[config.mk]
export PLATFORM = sky130hd
export DESIGN_NAME = i2s_receiver
export DESIGN_NICKNAME = d
export VERILOG_FILES = /design/src/rtl/i2s_receiver.sv
export SDC_FILE = /design/constraint.sdc
export NUM_CORES = 1
export LEC_CHECK = 0
export ABC_CLOCK_PERIOD_IN_PS = 3620
export CORE_ASPECT_RATIO = 1.4
export CORE_MARGIN = 2
export CORE_UTILIZATION = 57
export CTS_CLUSTER_DIAMETER = 60
export CTS_CLUSTER_SIZE = 20
export DETAILED_ROUTE_END_ITERATION = 10
export PLACE_DENSITY = 0.95
export SLEW_MARGIN = 10
export SYNTH_ARGS = -nofsm -noshare
export SYNTH_HDL_FRONTEND = slang
export SYNTH_SLANG_ARGS = --single-unit
[constraint.sdc]
create_clock -name bclk -period 3.62 [get_ports bclk]
set_clock_uncertainty 0.2 [all_clocks]
set_input_delay 0.724 -clock bclk [delete_from_list [all_inputs] [get_ports bclk]]
set_output_delay 0.724 -clock bclk [all_outputs]
set_load 0.01 [all_outputs]
[src/rtl/i2s_receiver.sv]
// i2s_receiver: I2S serial-to-parallel audio deserializer, single clock (bclk).
// Captures BITSIZE-bit words MSB first, keeps the upper DATALEN bits per channel
// and strobes sample_valid once per completed stereo frame (after the right word).
// Optional macro I2S_RX_LEFT_JUSTIFIED_EN: left-justified timing (MSB on the
// lrclk edge cycle) instead of the standard one-bit-delay I2S timing.
// BITSIZE must be at least 3 and DATALEN must not exceed BITSIZE.
module i2s_receiver #(
  parameter int BITSIZE = 24,
  parameter int DATALEN = 16
) (
  input  logic               bclk,
  input  logic               reset,
  input  logic               lrclk,
  input  logic               sdata,
  output logic [DATALEN-1:0] left_out,
  output logic [DATALEN-1:0] right_out,
  output logic               sample_valid
);

  localparam int CW = $clog2(BITSIZE + 1);
  localparam logic [CW-1:0] CNT_FULL = CW'(BITSIZE);
  localparam logic [CW-1:0] CNT_LAST = CW'(BITSIZE - 1);

  logic               lr_q, lr_d;
  logic               armed_q, armed_d;
  logic               chan_q, chan_d;
  logic [CW-1:0]      cnt_q, cnt_d;
  // Only BITSIZE-1 bits need storing: the LSB arrives live on sdata at completion.
  logic [BITSIZE-2:0] shift_q, shift_d;
  logic [DATALEN-1:0] left_q, left_d;
  logic [DATALEN-1:0] right_q, right_d;
  logic               valid_q, valid_d;

  logic               lr_edge;
  logic [DATALEN-1:0] word_trunc;

  assign lr_edge = (lrclk != lr_q);

  // Upper DATALEN bits of the word {shift_q, sdata}; sdata only matters when nothing is truncated.
  generate
    if (DATALEN == BITSIZE) begin : g_full_word
      assign word_trunc = {shift_q, sdata};
    end else begin : g_trunc_word
      assign word_trunc = shift_q[BITSIZE-2 -: DATALEN];
    end
  endgenerate

  // Next-state logic: edge handling, bit capture and word completion.
  always_comb begin
    lr_d    = lrclk;
    armed_d = armed_q;
    chan_d  = chan_q;
    cnt_d   = cnt_q;
    shift_d = shift_q;
    left_d  = left_q;
    right_d = right_q;
    valid_d = 1'b0;

    if (lr_edge) begin
      // A new slot starts; any unfinished word is simply abandoned.
      armed_d = 1'b1;
      chan_d  = lrclk;
`ifdef I2S_RX_LEFT_JUSTIFIED_EN
      // Left-justified: the MSB is already present on the edge cycle.
      cnt_d   = CW'(1);
      shift_d = {{(BITSIZE-2){1'b0}}, sdata};
`else
      // I2S: one-bit delay, the edge cycle carries no data bit.
      cnt_d   = '0;
      shift_d = '0;
`endif
    end else if (armed_q && (cnt_q < CNT_FULL)) begin
      shift_d = {shift_q[BITSIZE-3:0], sdata};
      cnt_d   = cnt_q + 1'b1;
      if (cnt_q == CNT_LAST) begin
        if (chan_q) begin
          right_d = word_trunc;
          valid_d = 1'b1;
        end else begin
          left_d = word_trunc;
        end
      end
    end
  end

  // State registers with synchronous active-high reset.
  always_ff @(posedge bclk) begin
    if (reset) begin
      lr_q    <= 1'b0;
      armed_q <= 1'b0;
      chan_q  <= 1'b0;
      cnt_q   <= '0;
      shift_q <= '0;
      left_q  <= '0;
      right_q <= '0;
      valid_q <= 1'b0;
    end else begin
      lr_q    <= lr_d;
      armed_q <= armed_d;
      chan_q  <= chan_d;
      cnt_q   <= cnt_d;
      shift_q <= shift_d;
      left_q  <= left_d;
      right_q <= right_d;
      valid_q <= valid_d;
    end
  end

  assign left_out     = left_q;
  assign right_out    = right_q;
  assign sample_valid = valid_q;

endmodule

After elaboration in Yosys (flattened, before gate mapping):

Index checks and enable logic that the tools add are counted.

* equal/unequal tests: 2
* add/subtract/negate cells: 1
* $lt $le $gt $ge: 1
* bitwise operators: 4
* reduce and logical (&&, ||, !) cells: 5
* multiplexer cells: 1

Operator list (count)
* 4-bit AND reduction: 2
* 5-bit by 1-bit adder with 5-bit output (second input constant): 1
* 5-bit equality test (second input constant): 1
* 5-bit less-than comparator (second input constant): 1
* 1-bit NOT: 4
* 4-bit OR reduction: 1
* 2-bit OR reduction: 1
* 1-bit logical AND: 1
* 1-bit two-way mux: 1
* 1-bit inequality test: 1

* input port bits: 4
* bits in registers: 64
* output and inout port bits: 33

Longest topological paths before layout:

* depth after elaboration: 4
* gate-level depth with buffers: 6

Worst setup path before layout:

No wires, ideal clock.

* path type: input to register
* start point: input lrclk
* end point: register left_q[0], in the netlist left_out[0]
* data required time: 3.348 ns
* setup slack: 1.659 ns
* cell stages on the path: 5
* library setup time: 0.072 ns
* buffers on the path: 2
* data arrival time: 1.690 ns
* cell sequence: xor2_1 buf_2 nor4_1 buf_4 mux2i_1

* longest elaborated chain between the ends: 3

RTL lines
* from (decl): line 13 `input logic lrclk,`
* 1-bit inequality test: line 37 `assign lr_edge = (lrclk != lr_q);`
* 1-bit NOT (no source line)
* 4-bit AND reduction (no source line)
* to (signal assigned): line 103 `left_q <= left_d;`
* to (decl): line 30 `logic [DATALEN-1:0] left_q, left_d;`

No other way between the ends.
A chain may end at the register's enable or synchronous reset.

Worst setup path in the final report:

* start point: input lrclk
* end point: register shift_q[22]

* longest elaborated chain between the ends: 2

RTL lines
* 1-bit inequality test: line 37
* 2-bit OR reduction (no source line)
* to (signal assigned): line 102 `shift_q <= shift_d;`
* to (decl): line 29 `logic [BITSIZE-2:0] shift_q, shift_d;`

No other way between the ends.

==> impl_results.md <==
- Most frequent cells in the layout: dfxtp_1, nand2_1, a21oi_1
- Hold Startpoint: shift_q[0]
- Vias: ~2.2k
- Worst vdd ir: about 0.32 mV
- Critical Path Start Type: primary input
- Critical path fanouts, max: 17
- H-Tree Depth: 3
- Achievable frequency: around 350 MHz
- RSZ-0062 raised after global routing: no
- End of the worst register-to-register path: shift_q[22]
- CTS resizes: 0
- Slew of the pin with the lowest slew margin: between 1 and 1.5 ns
- Worst hold path cell count: 2
- Slew Limit Fails: 0
- Commonest non-fill, non-tap cell in the layout: dfxtp_1
- Worst hold endpoint: shift_q[1]
- Critical setup path kind: in -> reg
- Max-cap violation count: 0
- Grt ovf: 0
- Number of iterations in the first detailed-routing pass: 4
- Area delta synth->final: 20.4%
- Num CTS Buffers: 9
- IO Pins: 37
- Root Driver: clkbuf_8
- Mapped Avg Cell Area: roughly 8.8 sq um
- Cell count after synthesis: between 200 and 300
- Initial antenna violation count: 0
- PwrDens: approximately 430 mW/mm^2
- Cell area after synthesis: about 0.0026 sq mm
- Post-synth top area share: between 40 and 50%
- Warnings from Yosys: 0
- Sum of negative setup slack: 0 ns
- Clk slew on worst S/H paths: 0.07 ns
- Clock latency on the worst-skew pair: approximately 0.35 ns
- Crit path DAT: between 2 and 3 ns
- Initial Utilization: 58.2%
- Reg2reg path depth: 4
- NumNets Final: approximately 320
- Crit. End Element: flip-flop
- Clock sinks: 64
- Buffers on Ports: 36
- Fin crit period: just under 3 ns
- Cts-stage hold buffer count: 0
- Relative slew slack: ~28%
- WHS: 0.256 ns
- PnR Total Power: 0.00136 W
- Yosys top cell by area: dfxtp_1
- Final period utilization: 79.8%
- Total Wirelength: around 5600 microns
- Vias in the first global route: just under 2k
- # diodes: 0
- Die span in y: approximately 84 microns
- DR vias/cell: between 5 and 6
- Leak: ~1 nW
- Seq/Total Area, Yosys: around 49%
- Share of layout cells above drive strength 1: between 6 and 7%
- Die width: 61.1 microns
- Hold Vio Cnt, Final: 0
- CTS tree: built
- Flops & latches, synth: 64
- # rows: 29
- Outcome: complete, no violations
- GRT Total Usage: around 23%
- Setup Viol. Count Final: 0
- Largest net degree at the start of global routing: 53
- Hpwl dp: 3650 microns
- # DRC: 0
- Routability congestion estimate from global placement: around 0.80
- Top cells by area, synth: dfxtp_1, a21oi_1, nand2b_1
- Wire length per cell: between 10 and 15 microns
- Reg2reg start: lr_q
- Synthesized Nets: 299
- Reg2Reg Setup Slack: about 1.4 ns
- Detail Route Antenna Nets: 0
- Unique cell type count in the Yosys netlist: 31
- Die area: 0.00512 sq mm
- Hold WC Path Type: reg -> reg
- Setup Buffers After CTS: 0
- Max Root-Sink Buffers: 2
- Initial drt markers: between 100 and 150
- CP required: 3.69 ns
- Core region area: around 0.0045 sq mm
- First-pass GRT wire length: 8980 microns
==> Yosys cell counts <==
| master | count |
|---|---|
| nand2_1 | 50 |
| nand4b_1 | 1 |
| and4b_1 | 1 |
| a21oi_1 | 43 |
| nand4_1 | 16 |
| nor2b_1 | 1 |
| inv_1 | 1 |
| a21boi_2 | 1 |
| xor2_1 | 1 |
| nand2b_1 | 34 |
| buf_2 | 9 |
| clkbuf_1 | 15 |
| o21ai_0 | 3 |
| o31ai_1 | 16 |
| or4_4 | 1 |
| buf_4 | 1 |
| a31oi_1 | 1 |
| buf_1 | 1 |
| nand3_1 | 2 |
| and3_1 | 1 |
| nor2_1 | 4 |
| and2_1 | 2 |
| a21bo_1 | 1 |
| buf_6 | 1 |
| or3_1 | 2 |
| ha_1 | 1 |
| nor4_1 | 2 |
| xnor2_2 | 1 |
| dfxtp_1 | 64 |
| mux2i_1 | 16 |
| xnor2_1 | 1 |
==> worst max path at each step <==
stage	startpoint	to	slack [ns]	depth (start not counted)
floorplan	lrclk	left_out[0]	1.66	5
global placement	lrclk	shift_q[0]	0.57	5
detailed placement	lrclk	shift_q[22]	0.44	5
CTS	lrclk	shift_q[22]	0.77	5
global route	lrclk	shift_q[22]	0.61	5
finish	lrclk	shift_q[22]	0.73	5
==> state kept, by name, indices dropped and copies added (netlist names) <==
register and count:
left_out 16, shift_q 23, armed_q 1, sample_valid 1, chan_q 1, cnt_q 5, lr_q 1, right_out 16
==> routing by layer <==
metal  vias to the layer above  track usage (%)  part of all wire [%]
met5                         -                0                     0
met4                         0             10.7                   2.9
met3                        17             5.58                   5.0
met2                        82             36.7                    50
met1                      1021             28.6                    42
li1                       1062                -                     -
==> report_power, final <==
part / switching (W) / total [W] / internal, W / leakage [nW]
sequential: 0.00000416 / 0.000712 / 0.000708 / 0.516
clock: 0.000263 / 0.000578 / 0.000315 / 0.0941
combinational: 0.0000457 / 0.0000647 / 0.0000190 / 0.394
total: 0.000313 / 0.00136 / 0.00104 / 1.00
==> critical path: stages <==
cell	delay (ns)
clkdlybuf4s50_1	0.52
xnor2_2	0.70
nand2b_1	0.52
buf_4	0.34
a21oi_1	0.14
==> per-stage QoR <==
step / std cells / util (%) / area (sq um) / setup slack, ns
CTS: 385 / 70.1 / 3130 / 0.770
global placement: 369 / 66.1 / 2950 / 0.566
finish: 385 / 70.1 / 3130 / 0.732
detailed placement: 369 / 66.1 / 2950 / 0.436
floorplan: 294 / - / 2600 / 1.66
global route: 385 / 70.1 / 3130 / 0.613
==> cell type report <==
cell class              instances  area, sq um
clock buffers                  12          135
clock inverters                 4         45.0
fillers                       348         1330
inverters                       1         3.75
multi-input cells             202         1200
flip-flops and latches         64         1280
well taps                      62         77.6
repair buffers                 40          390
==> cells by family (layout without fill, tap and decap cells) <==
group                      after synthesis  after routing  share of synthesized area (%)
buffers and inverters                   28             57                           4.91
DFF                                     64             64                           49.3
xor gates and xnor gates                 3              3                           1.30
adders and majority gates                1              1                          0.481
AOI/OAI and AO/OA                       65             65                           14.5
muxes                                   16             16                           6.16
and+or+nand+nor                        117            117                           23.3
No activity file was read; power rests on OpenSTA's default activity.
